$ cat config.mk
export PLATFORM = sky130hd
export DESIGN_NAME = tdc_therm_decoder
export DESIGN_NICKNAME = d
export VERILOG_FILES = /design/src/rtl/tdc_therm_decoder.sv
export SDC_FILE = /design/constraint.sdc
export NUM_CORES = 1
export LEC_CHECK = 0
export ABC_AREA = 1
export CORE_ASPECT_RATIO = 1.4
export CORE_MARGIN = 1
export CORE_UTILIZATION = 58
export DETAILED_ROUTE_END_ITERATION = 12
export PLACE_DENSITY = 0.92
export SLEW_MARGIN = 20
export SYNTH_ARGS = -nofsm -noshare
export SYNTH_HDL_FRONTEND = slang
export SYNTH_SLANG_ARGS = --single-unit
$ cat constraint.sdc
create_clock -name fb_clk -period 7.2 [get_ports fb_clk]
set_clock_uncertainty 0.1 [all_clocks]
set_input_delay 1.44 -clock fb_clk [delete_from_list [all_inputs] [get_ports fb_clk]]
set_output_delay 1.44 -clock fb_clk [all_outputs]
set_load 0.005 [all_outputs]
$ cat src/rtl/tdc_therm_decoder.sv
// tdc_therm_decoder: bubble-tolerant UP/DWN thermometer decode into a saturated signed
// phase error with lock detection, 3-stage pipeline on fb_clk.
module tdc_therm_decoder #(
    parameter int THERM_W     = 32,
    parameter int CNT_W       = 6,
    parameter int ERR_W       = 7,
    parameter int ERR_SAT     = 31,
    parameter int LOCK_THRESH = 2,
    parameter int LOCK_COUNT  = 8
) (
    input  logic               fb_clk,
    input  logic               reset_trig,
    input  logic               en,
    input  logic [THERM_W-1:0] up_error,
    input  logic [THERM_W-1:0] dwn_error,
    output logic [ERR_W-1:0]   phase_err,
    output logic               err_valid,
    output logic               bubble_flag,
    output logic               lock
);
    localparam int LC_W = $clog2(LOCK_COUNT + 1);
    localparam logic signed [ERR_W:0] SAT = (ERR_W+1)'(ERR_SAT);
    localparam logic [ERR_W:0] THR = (ERR_W+1)'(LOCK_THRESH);
    logic [THERM_W-1:0]    up_q, dwn_q;
    logic                  v1_q, v2_q, b2_q, b2_d;
    logic [CNT_W-1:0]      up_len_q, dwn_len_q, up_len_d, dwn_len_d;
    logic signed [ERR_W:0] diff, clamp;
    logic [ERR_W:0]        mag;
    logic                  in_lock;
    logic [LC_W-1:0]       cnt_q, cnt_d;
    logic [ERR_W-1:0]      phase_err_q;
    logic                  err_valid_q, bubble_q, lock_q;
    // c & ~(c+1) keeps only the contiguous ones run from bit 0; c & (c+1) is nonzero iff a bubble exists
    always_comb begin
        up_len_d  = CNT_W'($countones(up_q & ~(up_q + THERM_W'(1))));
        dwn_len_d = CNT_W'($countones(dwn_q & ~(dwn_q + THERM_W'(1))));
        b2_d      = (|(up_q & (up_q + THERM_W'(1)))) | (|(dwn_q & (dwn_q + THERM_W'(1))));
        diff      = $signed((ERR_W+1)'(up_len_q)) - $signed((ERR_W+1)'(dwn_len_q));
        clamp     = (diff > SAT) ? SAT : ((diff < -SAT) ? -SAT : diff);
        mag       = clamp[ERR_W] ? $unsigned(-clamp) : $unsigned(clamp);
        in_lock   = (mag <= THR) && !b2_q;
        cnt_d     = !in_lock ? '0 : ((cnt_q == LC_W'(LOCK_COUNT)) ? cnt_q : cnt_q + LC_W'(1));
    end
    always_ff @(posedge fb_clk or posedge reset_trig) begin
        if (reset_trig) begin
            up_q        <= '0;
            dwn_q       <= '0;
            v1_q        <= 1'b0;
            v2_q        <= 1'b0;
            b2_q        <= 1'b0;
            up_len_q    <= '0;
            dwn_len_q   <= '0;
            phase_err_q <= '0;
            err_valid_q <= 1'b0;
            bubble_q    <= 1'b0;
            cnt_q       <= '0;
            lock_q      <= 1'b0;
        end else begin
            v1_q <= en;
            if (en) begin
                up_q  <= up_error;
                dwn_q <= dwn_error;
            end
            v2_q        <= v1_q;
            up_len_q    <= up_len_d;
            dwn_len_q   <= dwn_len_d;
            b2_q        <= b2_d;
            err_valid_q <= v2_q;
            bubble_q    <= v2_q & b2_q;
            if (v2_q) begin
                phase_err_q <= clamp[ERR_W-1:0];
                cnt_q       <= cnt_d;
                lock_q      <= (cnt_d == LC_W'(LOCK_COUNT));
            end
        end
    end
    assign phase_err   = phase_err_q;
    assign err_valid   = err_valid_q;
    assign bubble_flag = bubble_q;
    assign lock        = lock_q;
endmodule

Yosys cells after proc, flatten, opt, wreduce, memory -nomap -nowiden. Cells that the tools add are included.

Input port bits: 67. Word-level logic and storage cells: 101. Flip-flop bits (word level): 93. Output and inout bits: 10.

Magnitude comparators: 3. Add/sub/neg operators: 67. Reductions and logical operators: 4. Equality and inequality tests: 2. Bitwise logic cells: 8. Mux-type cells: 5.

Operators by type and width (count): 32-bit AND (4); 1-bit by 1-bit adder with 2-bit output (32); 32-bit by 1-bit adder with 32-bit output, second input constant (2); 32-bit NOT (2); 32-bit OR reduction (2); 2-bit by 2-bit adder with 3-bit output (16); 3-bit by 3-bit adder with 4-bit output (8); 8-bit two-way mux (3); 4-bit by 4-bit adder with 5-bit output (4); 5-bit by 5-bit adder with 6-bit output (2); 4-bit equality test, second input constant (2); 8-bit by 2-bit less-or-equal comparator with 1-bit output, second input constant (1); 4-bit two-way mux (2); 8-bit negator (1); 7-bit by 6-bit greater-than comparator with 1-bit output, second input constant (1); 7-bit by 6-bit less-than comparator with 1-bit output, second input constant (1); 6-bit by 6-bit subtractor with 7-bit output (1); 4-bit by 1-bit adder with 4-bit output, second input constant (1); 1-bit AND (1); 1-bit logical AND (1); 1-bit zero test (1); 1-bit bitwise OR (1).

Longest topological paths before layout. Gate-level depths: netlist of the first run.

Depth in word-level cells: 10. Depth in mapped cells: 31. Gate-level depth less buffers: 31.

Worst setup path before layout of the first run. No wires, ideal clock.

Path type: reg-to-reg. Start: reg up_q[1]. End: reg up_len_q[4]. Cell stages (with the launch flop): 28. Path buffers: 0. Setup slack: 1.339 ns. Period minus slack after synthesis: 5.861 ns. Data arrival time: 5.639 ns. Cell sequence: dfrtp_1 -> nand3_2 -> nor2_4 -> nand2_2 -> inv_2 -> nand2_4 -> nor2_8 -> inv_4 -> nor2_8 -> nand4_4 -> nor2_4 -> nand2_2 -> inv_1 -> nand2_1 -> fa_1 -> fa_1 -> inv_1 -> fa_1 -> inv_1 -> fa_1 -> fa_1 -> fa_1 -> inv_1 -> ha_1 -> inv_1 -> fa_1 -> o21a_1 -> xor2_1.

Longest elaborated chain between the ends: 8. Elaborated cells between the ends (all ways): 34. Those cells by class: add/sub: 32; bitwise: 2.

RTL lines: start, declared (RTL line 24) `logic [THERM_W-1:0] up_q, dwn_q;`; start signal, assigned (RTL line 61) `up_q <= up_error;`; 32-bit by 1-bit adder with 32-bit output (RTL line 35) `up_len_d = CNT_W'($countones(up_q & ~(up_q + THERM_W'(1))));`; 32-bit NOT (RTL line 35); 32-bit AND (*) (RTL line 35); 1-bit by 1-bit adder with 2-bit output (RTL line 35); 2-bit by 2-bit adder with 3-bit output (RTL line 35); 3-bit by 3-bit adder with 4-bit output (RTL line 35); 4-bit by 4-bit adder with 5-bit output (RTL line 35); 5-bit by 5-bit adder with 6-bit output (*) (RTL line 35); named net up_len_d[4] (RTL line 26) `logic [CNT_W-1:0] up_len_q, dwn_len_q, up_len_d, dwn_len_d;`; end signal, assigned (RTL line 65) `up_len_q <= up_len_d;`; end, declared (RTL line 26).

The timed path passes the listed nets; every way through them passes the cells marked *. A chain may end at the register's enable or synchronous reset.

Final worst setup path of the first run. Ends and elaborated chain as after synthesis.

==> results of run 1 <==
cells by family after synthesis:
kind of cell	synth area share (%)
compound gates	8.681
xor+xnor	1.009
fa+ha+maj	18.05
buf+inv	11.17
flops	33.50
mux	1.783
simple gates	25.81
final cells by class:
type | count | area, um^2
Multi-Input combinational cell | 591 | 3844
Fill cell | 846 | 3347
Sequential cell | 93 | 2327
Timing Repair Buffer | 77 | 765.7
Inverter | 191 | 720.7
Clock buffer | 12 | 256.5
Tap cell | 144 | 180.2
Clock inverter | 4 | 70.07
worst reg2reg max path: cells and delay by family, from the launching register on:
| family | cells | cell delay [ps] |
|---|---|---|
| fa+ha+maj | 8 | 3470 |
| compound gates | 1 | 210 |
| buf+inv | 6 | 410 |
| xor+xnor | 1 | 140 |
| simple gates | 11 | 1450 |
| flops | 1 | 410 |
sequential cells by signal (all words and copies together), names as in the netlist, 4 cells and up:
name and flops:
dwn_q 32, dwn_len_q 6, phase_err 7, up_q 32, up_len_q 6, cnt_q 4
metal layers:
layer	track usage, %	share of wire, %
met5	0	0
met4	14.14	4.4
met3	4.109	5.8
met2	50.28	52
met1	33.90	38
cells in the mapped netlist, types with 3 or more instances:
library cell,n
nor2_4,5
o22ai_1,3
fa_1,47
nand3b_1,4
dfrtp_1,93
xor2_1,5
nor2_1,57
nand2_1,204
a21oi_1,13
nor4_1,8
nor3_1,31
inv_2,6
nand2_2,5
nand3_2,4
clkbuf_1,15
nand3_1,34
nand4_1,22
mux2_2,11
ha_1,25
xnor2_1,3
o21ai_0,87
o21ai_1,5
inv_1,184
metrics by stage:
stage                     cells  instance area, um^2  power (mW)
final                      1112                 8164       1.472
after global routing       1112                 8164       1.553
after CTS                  1112                 8164       1.475
after global placement     1096                 7838      0.9461
after detailed placement   1096                 7838      0.9573
after floorplan             890                 6947      0.8261
worst max-delay path by stage:
| stage | slack, ps | cells after the start | startpoint | to |
|---|---|---|---|---|
| 6_report | 900 | 27 | up_q[1]$_DFFE_PP0P_ | up_len_q[4]$_DFF_PP0_ |
| 5_1_grt | 540 | 27 | up_q[1]$_DFFE_PP0P_ | up_len_q[4]$_DFF_PP0_ |
| 3_5_place_dp | 960 | 27 | up_q[1]$_DFFE_PP0P_ | up_len_q[4]$_DFF_PP0_ |
| 4_1_cts | 940 | 27 | up_q[1]$_DFFE_PP0P_ | up_len_q[4]$_DFF_PP0_ |
| 3_3_place_gp | 1160 | 25 | up_q[9]$_DFFE_PP0P_ | up_len_q[4]$_DFF_PP0_ |
| 2_1_floorplan | 1340 | 27 | up_q[1]$_DFFE_PP0P_ | up_len_q[4]$_DFF_PP0_ |
report_power, final:
part / internal (mW) / switching (mW) / leakage [nW] / total, mW
logic: 0.139 / 0.189 / 2.70 / 0.328
clock network: 0.322 / 0.199 / 0.163 / 0.521
registers: 0.574 / 0.0499 / 1.15 / 0.623
total: 1.03 / 0.438 / 4.01 / 1.47
==> flow_metrics.env, run 1 <==
export IMPL_outcome="finished, final reports clean"
export IMPL_pin_count=77
export IMPL_crit_type="reg2reg"
export IMPL_die_w_um=94.50
export IMPL_critical_path_max_stage_delay_ps=520
export IMPL_netlist_area_um2=6947
export IMPL_worst_pin_slew_ps=977.7
export IMPL_r2r_slack_ps=900
export IMPL_synth_net_count=1029
export IMPL_dr_total_vias=6191
export IMPL_dr_first_iter_drc_count=449
export IMPL_synth_flop_cell="dfrtp_1"
export IMPL_layout_common_cells="204 x nand2_1, 183 x inv_1, 93 x dfrtp_1, 87 x o21ai_0, 75 x clkdlybuf4s50_1"
export IMPL_maxCapViolations=0
export IMPL_ys_top_cells_by_area="dfrtp_1 34%, fa_1 14%, nand2_1 11%, inv_1 9.9%, o21ai_0 6.3%"
export IMPL_worstPathRequired_ps=7330
export IMPL_period_needed_ps=6298
export IMPL_grt_start_max_net_pins=119
export IMPL_utilization_pct=70.92
export IMPL_synthCells=890
export IMPL_grt_pass1_vias=6251
export IMPL_grt_pass1_wl_mm=28.01
export IMPL_post_cts_setup_buffers=0
export IMPL_hold_class="reg2reg"
export IMPL_post_cts_resized=0
export IMPL_critical_path_max_fanout=7
export IMPL_crit_family="adder cells"
export IMPL_globalplace_congestion=0.9962
export IMPL_antenna_left=0
export IMPL_fin_crit_sh_pct=87.48
export IMPL_cp_start_kind="register"
export IMPL_cts_tree="yes"
export IMPL_netlist_area_leader_share_pct=33.50
export IMPL_port_buffers=76
export IMPL_grt_setup_unrepaired="no"
export IMPL_grt_usage_pct=28.80
export IMPL_routed_via_density=5.567
export IMPL_coreArea_um2=11510
export IMPL_hp_start="v1_q$_DFF_PP0_"
export IMPL_fmaxAchievable_ghz=0.1588
export IMPL_nNetsFinal=1102
export IMPL_numCtsBuffers=9
export IMPL_min_to="v2_q$_DFF_PP0_"
export IMPL_yosys_area_top_type="dfrtp_1"
export IMPL_post_dp_hpwl_mm=13.16
export IMPL_rows=46
export IMPL_area_growth_pct=17.53
export IMPL_clock_sinks=93
export IMPL_synth_cell_type_count=35
export IMPL_cts_root_buf="clkbuf_16"
export IMPL_setup_ws_ps=901.8
export IMPL_slew_violations=0
export IMPL_max_vdd_ir_drop_uv=113.5
export IMPL_yosysSeqAreaShare_pct=33.50
export IMPL_ys_warnings_count=0
export IMPL_regToRegEndpoint="up_len_q[4]$_DFF_PP0_"
export IMPL_hold_violations=0
export IMPL_arrival_ps=6430
export IMPL_avgSynthCellArea_um2=7.805
export IMPL_end_kind="register"
export IMPL_whs_ps=249.4
export IMPL_cp_num_buf_inv=6
export IMPL_mostFrequentLayoutCell="nand2_1"
export IMPL_p_leak_nw=4.010
export IMPL_clock_path_buffers=2
export IMPL_clk_latency_ps=350
export IMPL_drt_pass1_iter_count=7
export IMPL_fin_tns_setup_ps=0
export IMPL_hold_buffers=0
export IMPL_r2r_cells=27
export IMPL_cpMaxStageDelayCell="fa_1"
export IMPL_clk_pin_slew_worst_paths_ps=60
export IMPL_relSlewSlack_pct=34.82
export IMPL_wl_per_cell_um=14.88
export IMPL_drive_gt1_share_pct=6.198
export IMPL_synth_async_reset_ratio_pct=100.0
export IMPL_reg2reg_from="up_q[1]$_DFFE_PP0P_"
export IMPL_critical_path_most_common_cell="fa_1"
export IMPL_initial_utilization_pct=60.35
export IMPL_die_area_um2=12430
export IMPL_antenna_found_initial=0
export IMPL_synth_seq_cells=93
export IMPL_wirelength_mm=16.54
export IMPL_fp_dieH_um=131.5
export IMPL_htree_num_levels=3
export IMPL_grt_overflow=0
export IMPL_min_path_cells=0
export IMPL_cellPowerDensity_nw_per_um2=180.4
export IMPL_drc_errors=0
export IMPL_pre_cts_ws_ps=959.3
export IMPL_synth_edf_count=0
export IMPL_diodes=0
export IMPL_setup_viol=0
(Power assumes the default switching activity.)
==> inputs of run 2 (changes only) <==
Settings changed: PLACE_DENSITY 0.92 to 0.82.
==> run 2 against run 1 <==
  * Cell area shrank 0.38%
  * Combinational power is essentially flat
  * First-iteration DRC count shrank 30%
  * Sequential share of layout area grew 0.11 points
  * Maximum frequency shrank 0.35%
==> flow_metrics.env, run 2 (synthesized netlist as in run 1, its figures left out) <==
export IMPL_cp_start_kind="register"
export IMPL_die_w_um=94.50
export IMPL_max_vdd_ir_drop_uv=112.3
export IMPL_grt_overflow=0
export IMPL_whs_ps=249.6
export IMPL_globalplace_congestion=0.9851
export IMPL_worstPathRequired_ps=7340
export IMPL_routed_via_density=5.423
export IMPL_clock_path_buffers=2
export IMPL_mostFrequentLayoutCell="nand2_1"
export IMPL_antenna_found_initial=0
export IMPL_wl_per_cell_um=14.93
export IMPL_fp_dieH_um=131.5
export IMPL_p_leak_nw=3.998
export IMPL_cts_root_buf="clkbuf_16"
export IMPL_slew_violations=0
export IMPL_fmaxAchievable_ghz=0.1582
export IMPL_critical_path_max_fanout=7
export IMPL_outcome="finished, final reports clean"
export IMPL_diodes=0
export IMPL_coreArea_um2=11510
export IMPL_wirelength_mm=16.60
export IMPL_relSlewSlack_pct=42.11
export IMPL_post_cts_setup_buffers=0
export IMPL_grt_pass1_wl_mm=27.77
export IMPL_initial_utilization_pct=60.35
export IMPL_worst_pin_slew_ps=868.3
export IMPL_rows=46
export IMPL_hold_buffers=0
export IMPL_fin_tns_setup_ps=0
export IMPL_crit_type="reg2reg"
export IMPL_r2r_slack_ps=880
export IMPL_maxCapViolations=0
export IMPL_cellPowerDensity_nw_per_um2=175.4
export IMPL_pin_count=77
export IMPL_clk_latency_ps=350
export IMPL_antenna_left=0
export IMPL_area_growth_pct=17.07
export IMPL_nNetsFinal=1103
export IMPL_fin_crit_sh_pct=87.78
export IMPL_dr_first_iter_drc_count=315
export IMPL_clk_pin_slew_worst_paths_ps=70
export IMPL_drc_errors=0
export IMPL_grt_pass1_vias=6110
export IMPL_arrival_ps=6460
export IMPL_hold_violations=0
export IMPL_clock_sinks=93
export IMPL_post_dp_hpwl_mm=13.43
export IMPL_dr_total_vias=6030
export IMPL_post_cts_resized=0
export IMPL_setup_viol=0
export IMPL_grt_start_max_net_pins=70
export IMPL_critical_path_most_common_cell="fa_1"
export IMPL_numCtsBuffers=9
export IMPL_drt_pass1_iter_count=5
export IMPL_die_area_um2=12430
export IMPL_layout_common_cells="204 x nand2_1, 183 x inv_1, 93 x dfrtp_1, 87 x o21ai_0, 75 x clkdlybuf4s50_1"
export IMPL_period_needed_ps=6320
export IMPL_cts_tree="yes"
export IMPL_htree_num_levels=3
export IMPL_grt_usage_pct=28.93
export IMPL_drive_gt1_share_pct=6.302
export IMPL_port_buffers=76
export IMPL_hold_class="reg2reg"
export IMPL_critical_path_max_stage_delay_ps=520
export IMPL_grt_setup_unrepaired="no"
export IMPL_end_kind="register"
export IMPL_cpMaxStageDelayCell="fa_1"
## run 2: worst paths after layout
check	start	end	cells after the start
max reg2reg	up_q[1]$_DFFE_PP0P_	up_len_q[4]$_DFF_PP0_	27
min in group asynchronous	reset_trig	v2_q$_DFF_PP0_	2
max in group asynchronous	reset_trig	dwn_q[14]$_DFFE_PP0P_	3
max	up_q[1]$_DFFE_PP0P_	up_len_q[4]$_DFF_PP0_	27
min	v1_q$_DFF_PP0_	v2_q$_DFF_PP0_	0
min reg2reg	v1_q$_DFF_PP0_	v2_q$_DFF_PP0_	0
## run 2: critical path: cells and delay by family (launching register included)
| family | cells | cell delay, ps |
|---|---|---|
| buffers and inverters | 6 | 410 |
| XOR/XNOR | 1 | 130 |
| flip-flops | 1 | 420 |
| AO/OA/AOI/OAI | 1 | 210 |
| adder cells (fa/ha/maj) | 8 | 3520 |
| AND/OR/NAND/NOR | 11 | 1400 |
## run 2: layout make-up
class                           count  area, um^2
Clock inverter                      6       62.56
Tap cell                          144       180.2
Clock buffer                        9       225.2
Multi-Input combinational cell    591        3844
Sequential cell                    93        2327
Inverter                          191       720.7
Timing Repair Buffer               78       773.2
Fill cell                         947        3378
## run 2: power by group
part	leakage, nW	internal [mW]	switching, mW
sequential	1.15	0.573	0.0491
clock	0.145	0.267	0.208
combinational	2.70	0.139	0.190
## run 2: per-stage QoR
stage | util, % | std cells | power [mW] | setup slack [ps] | cell area [um^2]
floorplan | - | 890 | 0.8261 | 1339 | 6947
global placement | 68.15 | 1097 | 0.9514 | 1104 | 7845
detailed placement | 68.15 | 1097 | 0.9583 | 970.6 | 7845
CTS | 70.65 | 1112 | 1.434 | 883.3 | 8133
global route | 70.65 | 1112 | 1.508 | 536.1 | 8133
finish | 70.65 | 1112 | 1.427 | 879.9 | 8133
## run 2: per-layer routing
| metal | global-route usage (%) | vias to the layer above | routed length [um] |
|---|---|---|---|
| met5 | 0 | - | 0 |
| met4 | 17.68 | 0 | 982 |
| met3 | 4.051 | 70 | 807 |
| met2 | 51.33 | 236 | 8577 |
| met1 | 31.74 | 2781 | 6231 |
| li1 | - | 2943 | - |
==> inputs of run 3 (changes only) <==
Settings changed: GPL_TIMING_DRIVEN set to 1.
==> results of run 3 <==
The final DEF is identical to that of run 2; final timing and power are the same.
